===== config.mk =====
export PLATFORM = sky130hd
export DESIGN_NAME = scan_shift_harness
export DESIGN_NICKNAME = d
export VERILOG_FILES = /design/src/rtl/scan_shift_harness.sv
export SDC_FILE = /design/constraint.sdc
export NUM_CORES = 1
export LEC_CHECK = 0
export ABC_CLOCK_PERIOD_IN_PS = 3200
export CAP_MARGIN = 25
export CORE_UTILIZATION = 41
export CTS_CLUSTER_SIZE = 24
export DETAILED_ROUTE_END_ITERATION = 6
export PLACE_DENSITY = 0.66
export SLEW_MARGIN = 10
export SYNTH_ARGS = -nofsm -noshare
export SYNTH_HDL_FRONTEND = slang
export SYNTH_SLANG_ARGS = --single-unit

===== constraint.sdc =====
create_clock -name clk_i -period 3.2 [get_ports clk_i]
set_input_delay 0.48 -clock clk_i [delete_from_list [all_inputs] [get_ports clk_i]]
set_output_delay 0.48 -clock clk_i [all_outputs]
set_load 0.01 [all_outputs]

===== src/rtl/scan_shift_harness.sv =====
// Serial scan harness: shifts a stimulus word in on di_i, commits it to din_o on
// stb_i, captures dout_i after CAPTURE_DELAY edges and shifts it out on do_o.
// Ports: clk_i, rst_i (async, active-high), di_i, stb_i, dout_i -> do_o, din_o,
// busy_o (capture pending), load_cnt_o (bits since commit), cap_cnt_o (captures).
module scan_shift_harness #(
  parameter int DIN_N = 8,
  parameter int DOUT_N = 8,
  parameter int CAPTURE_DELAY = 0,
  parameter logic [DIN_N-1:0] DIN_RESET = '0
) (
  input  logic                       clk_i,
  input  logic                       rst_i,
  input  logic                       di_i,
  input  logic                       stb_i,
  output logic                       do_o,
  output logic [DIN_N-1:0]           din_o,
  input  logic [DOUT_N-1:0]          dout_i,
  output logic                       busy_o,
  output logic [$clog2(DIN_N+1)-1:0] load_cnt_o,
  output logic [7:0]                 cap_cnt_o
);

  localparam int LW = $clog2(DIN_N + 1);
  localparam logic [LW-1:0] LD_MAX = LW'(DIN_N);
  localparam logic [3:0] DLY = 4'(CAPTURE_DELAY);

  typedef enum logic {
    S_IDLE,
    S_WAIT
  } state_t;

  state_t            state_q;
  logic [3:0]        dly_q;
  logic [DIN_N-1:0]  din_shr_q;
  logic [DIN_N-1:0]  din_shr_d;
  logic [DOUT_N-1:0] dout_shr_q;
  logic [DOUT_N-1:0] dout_shr_d;
  logic [DOUT_N-1:0] dout_shift;
  logic [DIN_N-1:0]  din_q;
  logic [LW-1:0]     ld_q;
  logic [7:0]        cap_q;
  logic              din_msb;
  logic              accept;
  logic              capture;

  assign din_msb = din_shr_q[DIN_N-1];

  generate
    if (DIN_N == 1) begin : g_din1
      assign din_shr_d = di_i;
    end else begin : g_dinn
      assign din_shr_d = {din_shr_q[DIN_N-2:0], di_i};
    end
    if (DOUT_N == 1) begin : g_dout1
      assign dout_shift = din_msb;
    end else begin : g_doutn
      assign dout_shift = {dout_shr_q[DOUT_N-2:0], din_msb};
    end
  endgenerate

  // Only IDLE accepts a strobe; with zero delay the commit edge also captures.
  assign accept  = (state_q == S_IDLE) && stb_i;
  assign capture = (CAPTURE_DELAY == 0) ? accept :
                   ((state_q == S_WAIT) && (dly_q == 4'd1));

  assign dout_shr_d = capture ? dout_i : dout_shift;

  always_ff @(posedge clk_i or posedge rst_i) begin
    if (rst_i) begin
      state_q    <= S_IDLE;
      dly_q      <= 4'd0;
      din_shr_q  <= '0;
      dout_shr_q <= '0;
      din_q      <= DIN_RESET;
      ld_q       <= '0;
      cap_q      <= 8'd0;
    end else begin
      din_shr_q  <= din_shr_d;
      dout_shr_q <= dout_shr_d;
      if (accept) begin
        din_q <= din_shr_q;
        ld_q  <= '0;
      end else if (ld_q != LD_MAX) begin
        ld_q <= ld_q + LW'(1);
      end
      if (capture) begin
        cap_q <= cap_q + 8'd1;
      end
      unique case (state_q)
        S_IDLE: begin
          if (accept && (CAPTURE_DELAY != 0)) begin
            state_q <= S_WAIT;
            dly_q   <= DLY;
          end
        end
        S_WAIT: begin
          dly_q <= dly_q - 4'd1;
          if (dly_q == 4'd1) begin
            state_q <= S_IDLE;
          end
        end
        default: state_q <= S_IDLE;
      endcase
    end
  end

  assign do_o       = dout_shr_q[DOUT_N-1];
  assign din_o      = din_q;
  assign busy_o     = (state_q == S_WAIT);
  assign load_cnt_o = ld_q;
  assign cap_cnt_o  = cap_q;

endmodule


; Word level (Yosys, flattened, before mapping)
; Index checks and enable logic that the tools add are counted.
[totals]
elab_cells = 20
output_inout_bits = 22
input_bits = 12
regBits = 41
[op_classes]
n_bitwise = 1
eq_ne = 2
mux = 5
n_reduce_logical = 2
addsub = 3
[ops]
columns = cell, n
row1 = 8-bit by 1-bit adder with 8-bit output (second input constant), 1
row2 = 4-bit two-way mux, 2
row3 = 8-bit two-way mux, 1
row4 = 4-bit by 1-bit adder with 4-bit output (second input constant), 1
row5 = 4-bit by 1-bit equality test with 1-bit output (second input constant), 1
row6 = 4-bit != test (second input constant), 1
row7 = 4-bit by 1-bit subtractor with 4-bit output (second input constant), 1
row8 = 1-bit two-way mux, 2
row9 = 2-bit nonzero test, 1
row10 = 1-bit logical AND, 1
row11 = 1-bit inverter, 1

; Depth between registers and ports, before layout
; Gate-level depths: netlist of the first run.
[depth]
depth_word = 3
mapped_depth = 6
ltp_nobuf = 5

; Worst setup path before layout of the first run
; OpenSTA, ideal clock, no wires.
[synth_path]
path_type = register -> register
startpoint = register state_q (netlist: busy_o)
endpoint = register din_q[0] (netlist: din_o[0])
path_buffers = 3
required_ps = 3075
setup_ps = 125
stages_incl_launch_ff = 6
period_less_slack_ps = 1329
t_arrival_ps = 1204
path_slack_ps = 1871
cell_sequence = dfrtp_1 > buf_6 > nor2b_4 > buf_6 > buf_12 > mux2_4
[synth_between]
elab_chain_len = 2
[synth_rtl]
columns = element, line
row1 = from (decl), 32  ; state_t state_q;
row2 = from (signal assigned), 70  ; state_q <= S_IDLE;
row3 = from (signal assigned), 92  ; state_q <= S_WAIT;
row4 = from (signal assigned), 99  ; state_q <= S_IDLE;
row5 = 1-bit inverter, 62  ; assign accept = (state_q == S_IDLE) && stb_i;
row6 = 1-bit logical AND, 62
row7 = to (signal assigned), 81  ; din_q <= din_shr_q;
row8 = to (decl), 39  ; logic [DIN_N-1:0] din_q;
; No other way between the ends.
; A chain may end at the register's enable or synchronous reset.

; Worst setup path in the final report of the first run
[layout_path]
startpoint = input port stb_i
endpoint = register din_q[5] (netlist: din_o[5])
[layout_between]
elab_chain_len = 1
[layout_rtl]
columns = element, line
row1 = from (decl), 14  ; input logic stb_i,
row2 = 1-bit logical AND, 62
; No other way between the ends.

==> results of run 1 <==
==> power by group through the flow <==
| stage | Clock [mW] | Sequential, mW | Combinational [mW] |
|---|---|---|---|
| 5_1_grt | 0.456 | 0.678 | 0.344 |
| 6_report | 0.425 | 0.666 | 0.314 |
| 3_5_place_dp | 0 | 0.676 | 0.316 |
| 3_3_place_gp | 0 | 0.671 | 0.309 |
| 4_1_cts | 0.441 | 0.667 | 0.319 |
| 2_1_floorplan | 0 | 0.687 | 0.151 |
==> layout make-up <==
cell class              count  area share (%)
well taps                  50            2.90
multi-input cells          58            27.6
inverters                   5           0.869
repair buffers             34            15.6
clock buffers               6            3.82
flip-flops and latches     41            47.5
clock inverters             2            1.74
==> worst paths after layout <==
check | start | end | slack [ns] | depth (start not counted)
worst min-delay path | din_shr_q[3] | din_shr_q[4] | 0.37 | 0
min in group asynchronous | rst_i | dout_shr_q[7] | 0.61 | 3
worst min register to register | din_shr_q[3] | din_shr_q[4] | 0.37 | 0
worst max-delay path | stb_i | din_o[5] | 1.27 | 3
worst max register to register | busy_o | din_o[5] | 1.44 | 2
max in group asynchronous | rst_i | dout_shr_q[1] | 2.24 | 3
==> layout by cell type (no fill, tap or decap), drive strengths merged, types with 2 or more instances in the layout <==
cell | netlist | layout
inv | 5 | 5
nand4 | 3 | 3
clkdlybuf4s50 | 0 | 33
mux2i | 2 | 2
nor2 | 6 | 6
clkbuf | 0 | 6
mux2 | 17 | 17
xnor2 | 8 | 8
xor2 | 4 | 4
nand2 | 4 | 4
dfrtp | 41 | 41
ha | 5 | 5
a21oi | 2 | 2
==> registers in the layout, indices dropped and copies added (netlist names) <==
register,count
din_o,8
busy_o,1
dly_q,4
load_cnt_o,4
dout_shr_q,8
din_shr_q,8
cap_cnt_o,8
==> stage by stage <==
stage	util, %	total power [mW]	setup WS [ns]	instances	area [sq um]
finish	54.0	1.40	1.27	196	2160
global placement	51.0	0.980	0.993	188	2040
detailed placement	51.0	0.992	0.954	188	2040
CTS	54.0	1.43	1.27	196	2160
global route	54.0	1.48	1.21	196	2160
floorplan	-	0.837	1.77	108	1700
==> kinds of logic (layout without fill, tap and decap cells) <==
family	count (synthesis)	after routing	synth area share (%)
flops	41	41	60.2
simple gates	19	19	8.16
mux	19	19	15.1
xor+xnor	12	12	7.05
compound gates	3	3	1.03
fa+ha+maj	5	5	3.67
buf+inv	9	47	4.78
==> per-layer routing <==
layer / track usage, % / wire [um] / part of all wire, % / up-vias
li1: - / - / - / 432
met1: 16.9 / 1170 / 45 / 467
met2: 21.6 / 1230 / 48 / 18
met3: 5.00 / 120 / 4.7 / 6
met4: 6.38 / 53 / 2.1 / 0
met5: 0 / 0 / 0 / -
==> summary.md, run 1 <==
| Metric | Value |
|---|---|
| ANT cells | `0` |
| GRT Util Overall | `between 10% and 20%` |
| Final slew viol count | `0` |
| Die ar. | `approximately 4400 sq um` |
| Reg area | `approximately 1000 sq um` |
| Yosys warnings | `0` |
| Final Skew | `0.00591 ns` |
| Clock power frac | `a little under a third` |
| Final #Nets | `between 150 and 200` |
| Top-area cell type share of the netlist area | `between 60% and 70%` |
| Iteration-0 DRC count of the detailed router | `29` |
| TritonRoute pass-1 iters | `4` |
| PwrDens | `~650 nW/um^2` |
| Vias in the first global route | `approximately 990` |
| Antenna violations before repair | `0` |
| Part of the power in combinational logic | `~22%` |
| CP cell instances | `clkdlybuf4s50_1, nor2b_4, mux2_2` |
| Residual DRC | `0` |
| Initial Utilization | `a little over two fifths` |
| Async SR Flop Fraction | `100%` |
| PostCTS Resize Cnt | `0` |
| Share of cells above drive strength 1 | `21.9%` |
| Final GP Congestion | `just over 0.7` |
| Final period utilization | `60.2%` |
| Max_cap viols | `0` |
| Worst stage delay on the critical path | `0.72 ns` |
| Input/output buffers | `33` |
| Die Height | `approximately 66 um` |
| Post-route ant nets | `0` |
| WS Path Type | `primary input to flop` |
| Max Clk Rate | `a little over 500 MHz` |
| CP Buf/Inv Count | `1` |
| CTS buffer count | `5` |
| Switch Pwr | `0.366 mW` |
| Synthesis-stage register bit count | `between 40 and 50` |
| Fin crit period | `~1.9 ns` |
| Peak VDD IR | `about 320 uV` |
| Core Area | `between 4000 and 5000 sq um` |
| # setup viols final | `0` |
| IO Count | `34` |
| Crit-path max FO | `25` |
| Pint | `roughly 1.0 mW` |
| Leading area contributor after synthesis | `dfrtp_1` |
| Commonest cells in the netlist | `41 x dfrtp_1, 12 x mux2_4, 6 x nor2_1, 6 x xnor2_1` |
| Pleak | `~0.98 nW` |
| Insertion delay to the later sink of the worst-skew pair | `between 0.2 and 0.3 ns` |
| HPWL after DPL | `1720 um` |
| Die X | `around 66 um` |
| Synthesis-to-layout area growth | `26.9%` |
| Hold slack final | `roughly 0.37 ns` |
| Primary FF master, synth | `dfrtp_1` |
| Status | `finished clean` |
| Largest net degree at the start of global routing | `42` |
| Slowest CP cell | `nor2b_4` |
| Yosys cell types | `23` |
| Max H-tree Level | `2` |
| First-pass GRT wire length | `4450 um` |
| CP endpoint kind | `flop` |
| CTS root buf | `clkbuf_8` |
| Crit start category | `primary input` |
| CTS clk-pin slew, worst paths | `approximately 0.070 ns` |
| Area occupied by multi-input gates | `596 sq um` |
| Hold_buf cts | `0` |
| Synthesized area per cell | `15.8 sq um` |
| Row count | `23` |
| Delay-heaviest family, CP | `simple AND/OR/NAND/NOR gates` |
| Relative slew margins | `between 40% and 50%` |
| Sequential-to-total area share from yosys stat | `60.2%` |
| Fill count | `331` |
| Via count | `923` |
| RSZ-0062 raised after global routing | `no` |
| Post-Route WL | `approximately 2600 um` |
| WP data arrival | `roughly 2.1 ns` |
| Required @ worst endpoint | `about 3.4 ns` |
| Count leader, synth | `dfrtp_1` |
| Vias per Instance | `about 4.7` |
| Hold Crit Class | `flop to flop` |
| Top cells by area, synth | `dfrtp_1 60%, mux2_4 11%, ha_1 3.7%` |
| Setup_tns | `0 ns` |
| Sw Share | `about a quarter` |
| Syn nets | `roughly 130` |
| Mapped Area | `1700 sq um` |
| Post-CTS setup repair buffer count | `0` |
| EDFF count, synth | `0` |
| Clock Sinks | `41` |
| Hold Vio Cnt, Final | `0` |
| TritonCTS clock tree | `yes` |
| Syn Inst Count | `roughly 110` |
| Clock Tree Buf Depth | `2` |
| Routed len/inst | `around 13 um` |
| Flop pwr share | `a little under half` |
| Grt ovf | `0` |
| Actual slew at the worst max-slew pin | `between 0.8 and 0.9 ns` |
(Power assumes the default switching activity.)
==> run 2, diff against run 1 <==
ABC_CLOCK_PERIOD_IN_PS = 1700   (was 3200)
PLACE_DENSITY = 0.68   (was 0.66)
clock period = 1.7 ns   (was 3.2 ns; I/O delays follow)
==> run 2 against run 1 <==
Combinational power up 90%. Largest power group unchanged. Via count decreased by 3.0%. Critical path type is now flop to primary output. Count of clock-buffer cells in the layout shrank 1. Clock power grew 110%. Highest routed layer unchanged. Sequential power rose by 86%.
==> summary.md, run 2 (same netlist as run 1, synthesis figures left out) <==
| Metric | Value |
|---|---|
| Commonest non-fill, non-tap cell in the layout | `dfrtp_1` |
| Actual slew at the worst max-slew pin | `0.352 ns (-0.509 ns)` |
| Sw Share | `24.6% (-1.5 points)` |
| Vias per Instance | `4.54 (-3.5%)` |
| Placed cells | `189 (+0.53%)` |
| Routed len/inst | `12.7 um (-3.3%)` |
| Crit start category | `flop` |
| Post-Layout Cell Count | `197 (+0.51%)` |
| RSZ-0062 raised after global routing | `no` |
| Die ar. | `4410 sq um (unchanged)` |
| Vias in the first global route | `918 (-7.1%)` |
| Synthesis-to-layout area growth | `29.7%` |
| Clock Sinks | `41 (unchanged)` |
| Max H-tree Level | `2 (unchanged)` |
| Die Height | `66.4 um (unchanged)` |
| Reg2reg end | `din_o[1]` |
| Status | `finished clean` |
| CP endpoint kind | `primary output` |
| Clock power frac | `32.8% (+2.5 points)` |
| WP data arrival | `1.33 ns (-0.77 ns)` |
| Grt ovf | `0 (unchanged)` |
| Input/output buffers | `33 (unchanged)` |
| # setup viols final | `0 (unchanged)` |
| Design Area, Final | `2210 sq um (+2.2%)` |
| Clock Tree Buf Depth | `2 (unchanged)` |
| Area occupied by multi-input gates | `596 sq um (unchanged)` |
| Post-Route WL | `2500 um (-2.8%)` |
| Reg area | `1030 sq um (+0.12%)` |
| Worst-case reg-to-reg path depth | `3 (+1)` |
| Fill count | `334 (+0.91%)` |
| Initial Utilization | `42.6% (unchanged)` |
| Insertion delay to the later sink of the worst-skew pair | `0.29 ns (about the same)` |
| Final cell utilization of the core | `55.2% (+1.2 points)` |
| Pint | `2.07 mW (+99%)` |
| Reg2reg start | `busy_o` |
| Max_cap viols | `0 (unchanged)` |
| Pleak | `1.00 nW (+2.3%)` |
| Post-route ant nets | `0 (unchanged)` |
| Flop pwr share | `45.4% (-2.0 points)` |
| TritonRoute pass-1 iters | `4 (unchanged)` |
| First-pass GRT wire length | `4340 um (-2.5%)` |
| TritonCTS clock tree | `yes` |
| Relative slew margins | `76.2% (+34 points)` |
| Hold_buf cts | `0 (unchanged)` |
| Cell Area, Placed | `2070 sq um (+1.6%)` |
| PwrDens | `1240 nW/um^2 (+91%)` |
| Crit-path max FO | `5 (-80%)` |
| Final Skew | `0.00807 ns (+0.00216 ns)` |
| Final GP Congestion | `0.696 (-2.0%)` |
| Final #Nets | `163 (+0.62%)` |
| Residual DRC | `0 (unchanged)` |
| Peak VDD IR | `584 uV (+83%)` |
| Die X | `66.4 um (unchanged)` |
| Max Clk Rate | `between 600 and 700 MHz` |
| Row count | `23 (unchanged)` |
| Share of cells above drive strength 1 | `23.1% (+1.2 points)` |
| Worst stage delay on the critical path | `0.58 ns (-0.14 ns)` |
| CP Buf/Inv Count | `1 (unchanged)` |
| Worst path depth | `1 (-2)` |
| Part of the power in combinational logic | `21.8% (-0.5 points)` |
| CTS buffer count | `5 (unchanged)` |
| Required @ worst endpoint | `1.44 ns (-1.93 ns)` |
| CP cell instances | `clkdlybuf4s50_1` |
| Slowest CP cell | `clkdlybuf4s50_1` |
| Post-CTS setup repair buffer count | `0 (unchanged)` |
| Most frequent cells in the layout | `40 x dfrtp_1, 33 x clkdlybuf4s50_1, 12 x mux2_4` |
| Antenna violations before repair | `0 (unchanged)` |
| Switch Pwr | `0.674 mW (+84%)` |
| WS Path Type | `flop to primary output` |
| Hold Crit Class | `primary input to async pin` |
| Core Area | `4000 sq um (unchanged)` |
| FF-to-FF setup slack | `0.39 ns (-1.05 ns)` |
| Fin crit period | `1.58 ns` |
| Hold Vio Cnt, Final | `0 (unchanged)` |
| HPWL after DPL | `1650 um (-4.3%)` |
| CTS clk-pin slew, worst paths | `0.07 ns (about the same)` |
| CP endpoint | `cap_cnt_o[2]` |
| PostCTS Resize Cnt | `0 (unchanged)` |
| GRT Util Overall | `13.8% (about the same)` |
| ANT cells | `0 (unchanged)` |
| Delay-heaviest family, CP | `buffers and inverters` |
| Largest net degree at the start of global routing | `42 (unchanged)` |
| IO Count | `34 (unchanged)` |
| CTS root buf | `clkbuf_8` |
| Final period utilization | `93.2%` |
| Crit. Startpoint | `cap_cnt_o[2]` |
| Setup_tns | `0 ns (unchanged)` |
| Final slew viol count | `0 (unchanged)` |
| Iteration-0 DRC count of the detailed router | `46 (+59%)` |
| Via count | `895 (-3.0%)` |
run 2: cell types whose count changed in the layout (fill, tap and decap cells not counted), sizes merged:
cell / previous run / this run
buf: 1 / 2
bufinv: 1 / 2
clkbuf: 6 / 5
clkinv: 0 / 1
clkinvlp: 1 / 0
run 2: worst min-delay path by stage:
stage / startpoint / endpoint / depth (start not counted) / slack, ns
2_1_floorplan: di_i / din_shr_q[0] / 0 / 0.29
3_3_place_gp: din_shr_q[4] / din_shr_q[5] / 0 / 0.35
3_5_place_dp: din_shr_q[3] / din_shr_q[4] / 0 / 0.36
4_1_cts: rst_i / load_cnt_o[1] / 3 / 0.37
5_1_grt: rst_i / cap_cnt_o[7] / 3 / 0.39
6_report: rst_i / cap_cnt_o[7] / 3 / 0.36
run 2: metal layers:
metal	vias up	share of wire [%]	track usage, %
met5	-	0	0
met4	0	1.0	7.18
met3	2	5.4	6.21
met2	18	47	19.5
met1	439	46	17.5
li1	436	-	-
run 2: final cells by class:
class | count | area share (%)
inverters | 5 | 0.850
clock inverters | 3 | 2.95
multi-input cells | 58 | 27.0
repair buffers | 35 | 16.8
well taps | 50 | 2.83
clock buffers | 5 | 3.12
flip-flops and latches | 41 | 46.5
run 2: power groups by stage:
stage	sequential, mW	combinational, mW	clock (mW)
6_report	1.24	0.598	0.899
2_1_floorplan	1.29	0.284	0
4_1_cts	1.25	0.608	0.932
3_3_place_gp	1.26	0.590	0
5_1_grt	1.27	0.653	0.965
3_5_place_dp	1.26	0.604	0
run 2: metrics by stage:
| step | setup slack, ns | total power [mW] | hold slack, ns |
|---|---|---|---|
| 6_report | 0.116 | 2.74 | 0.359 |
| 3_3_place_gp | 0.134 | 1.85 | 0.352 |
| 4_1_cts | 0.00184 | 2.79 | 0.366 |
| 2_1_floorplan | 0.371 | 1.58 | 0.286 |
| 3_5_place_dp | 0.0966 | 1.87 | 0.363 |
| 5_1_grt | 0.0410 | 2.89 | 0.389 |
run 2: worst register-to-register path, stage by stage (launching register included):
cell and delay, ns:
dfrtp_2 0.48, nor2b_4 0.15, buf_12 0.21, mux2_2 0.36
==> run 3, diff against run 2 <==
CTS_BUF_LIST = sky130_fd_sc_hd__clkbuf_2   (was default)
==> run 3 against run 2 <==
First-iteration DRC count shrank 11%. Critical endpoint is now cap_cnt_o[1]. Critical path type unchanged. Core utilization grew 1.4 points. Largest cell class unchanged. Wire length grew 9.6%. Critical path depth is the same.
==> summary.md, run 3 (same netlist as run 1, synthesis figures left out) <==
| Metric | Value |
|---|---|
| CTS buffer count | `5 (unchanged)` |
| Max H-tree Level | `2 (unchanged)` |
| Routed len/inst | `13.1 um (+3.3%)` |
| Post-Route WL | `2740 um (+9.6%)` |
| CP endpoint kind | `primary output` |
| CP Buf/Inv Count | `1 (unchanged)` |
| Final Skew | `0.0204 ns (+0.0123 ns)` |
| Crit-path max FO | `3 (-2)` |
| Initial Utilization | `42.6% (unchanged)` |
| Insertion delay to the later sink of the worst-skew pair | `0.40 ns (+0.11 ns)` |
| GRT Util Overall | `14.2% (+0.44 points)` |
| RSZ-0062 raised after global routing | `no` |
| Final period utilization | `95.5% (+2.3 points)` |
| Slowest CP cell | `clkdlybuf4s50_1` |
| Fill count | `334 (unchanged)` |
| Synthesis-to-layout area growth | `33.1%` |
| Final #Nets | `175 (+7.4%)` |
| Via count | `956 (+6.8%)` |
| Max_cap viols | `0 (unchanged)` |
| Pleak | `1.12 nW (+11%)` |
| Die ar. | `4410 sq um (unchanged)` |
| Row count | `23 (unchanged)` |
| CP cell instances | `clkdlybuf4s50_1` |
| Hold slack final | `0.206 ns (-0.153 ns)` |
| GRT busiest layer | `met2` |
| Residual DRC | `0 (unchanged)` |
| Status | `finished clean` |
| CTS root buf | `clkbuf_2` |
| Hold Crit Class | `primary input to async pin` |
| Delay-heaviest family, CP | `buffers and inverters` |
| Hold Vio Cnt, Final | `0 (unchanged)` |
| Core Area | `4000 sq um (unchanged)` |
| Required @ worst endpoint | `1.44 ns (about the same)` |
| Peak VDD IR | `517 uV (-12%)` |
| Final GP Congestion | `0.696 (unchanged)` |
| First-pass GRT wire length | `4450 um (+2.5%)` |
| Clock Sinks | `41 (unchanged)` |
| Met1 usage | `17.9% (+0.34 points)` |
| Worst stage delay on the critical path | `0.55 ns (-0.03 ns)` |
| Largest net degree at the start of global routing | `42 (unchanged)` |
| Crit start category | `flop` |
| PwrDens | `1180 nW/um^2 (-4.7%)` |
| TritonRoute pass-1 iters | `4 (unchanged)` |
| Share of cells above drive strength 1 | `29.6% (+6.4 points)` |
| Actual slew at the worst max-slew pin | `0.362 ns (+0.00969 ns)` |
| Placed cells | `189 (unchanged)` |
| HPWL after DPL | `1650 um (unchanged)` |
| Commonest non-fill, non-tap cell in the layout | `dfrtp_1` |
| Antenna violations before repair | `0 (unchanged)` |
| Clock Tree Buf Depth | `2 (unchanged)` |
| Post-Layout Cell Count | `209 (+6.1%)` |
| WS Path Type | `flop to primary output` |
| CTS clk-pin slew, worst paths | `0.20 ns (+0.13 ns)` |
| Iteration-0 DRC count of the detailed router | `41 (-11%)` |
| Vias in the first global route | `945 (+2.9%)` |
| Post-route ant nets | `0 (unchanged)` |
| Vias per Instance | `4.57 (+0.68%)` |
| Input/output buffers | `33 (unchanged)` |
| Grt ovf | `0 (unchanged)` |
| ANT cells | `0 (unchanged)` |
| Setup_tns | `0 ns (unchanged)` |
| Die Height | `66.4 um (unchanged)` |
| Final slew viol count | `0 (unchanged)` |
| Max Clk Rate | `616 MHz (-2.4%)` |
| Most frequent cells in the layout | `39 x dfrtp_1, 26 x clkdlybuf4s50_1, 12 x mux2_4, 12 x buf_4` |
| TritonCTS clock tree | `yes` |
| Relative slew margins | `75.5% (-0.66 points)` |
| # setup viols final | `0 (unchanged)` |
| Met2 Use GR | `20.3% (+0.77 points)` |
| WP data arrival | `1.37 ns (+0.04 ns)` |
| Die X | `66.4 um (unchanged)` |
| IO Count | `34 (unchanged)` |
| M3 GR Usage | `6.72% (+0.52 points)` |
| Fin crit period | `1.62 ns (+0.0395 ns)` |
## run 3: cell types whose count changed in the layout (fill, tap and decap cells not counted), sizes merged
cell,before,now
buf,2,14
dlymetal6s2s,0,5
clkdlybuf4s50,33,26
dlygate4sd2,0,2
## run 3: worst register-to-register path, delay by kind of cell, from the launching register on
| family | cells | cell delay [ns] |
|---|---|---|
| DFF | 1 | 0.43 |
| buffers and inverters | 3 | 0.32 |
| and+or+nand+nor | 2 | 0.20 |
| muxes | 1 | 0.18 |
| adders and majority gates | 1 | 0.17 |
## run 3: report_power, final
group	internal, mW	leakage [nW]	switching (mW)
Combinational	0.473	0.565	0.289
Clock	0.394	0.0529	0.314
Sequential	1.11	0.500	0.102
## run 3: metrics by stage
step           power (mW)  setup WS [ns]  util (%)  area, sq um
2_1_floorplan        1.58          0.371         -         1700
3_3_place_gp         1.85          0.134      51.8         2070
3_5_place_dp         1.87         0.0966      51.8         2070
4_1_cts              2.60       0.000210      54.6         2190
5_1_grt              2.82       0.000189      56.6         2270
6_report             2.68         0.0770      56.6         2270
## run 3: area by class of cell
| cell class | instances | area (sq um) | share of cell area [%] |
|---|---|---|---|
| flip-flops and latches | 41 | 1030 | 45.4 |
| multi-input cells | 58 | 596 | 26.3 |
| repair buffers | 47 | 470 | 20.8 |
| clock inverters | 3 | 65.1 | 2.87 |
| well taps | 50 | 62.6 | 2.76 |
| clock buffers | 5 | 25.0 | 1.10 |
| inverters | 5 | 18.8 | 0.828 |
## run 3: timing repair
item / 4_1_cts / 5_1_grt
gates resized for setup: 4 / 5
cloned: 0 / 0
setup endpoints to repair: 6 / 9
setup buffers: 3 / 9
hold buffers: 0 / 0
## run 3: path summary, 6_finish.rpt
check	startpoint	endpoint	slack, ns	cells after the start
worst max-delay path	cap_cnt_o[1]	cap_cnt_o[1]	0.08	1
worst min-delay path	rst_i	cap_cnt_o[5]	0.21	3
worst max register to register	load_cnt_o[0]	load_cnt_o[1]	0.31	7
worst min register to register	din_shr_q[6]	din_shr_q[7]	0.39	0
max in group asynchronous	rst_i	busy_o	1.26	3
min in group clk_i	di_i	din_shr_q[0]	0.28	1
## run 3: per-layer routing
metal	wire length, um	vias to the layer above
met5	0	-
met4	34	0
met3	173	4
met2	1310	24
met1	1220	471
li1	-	457
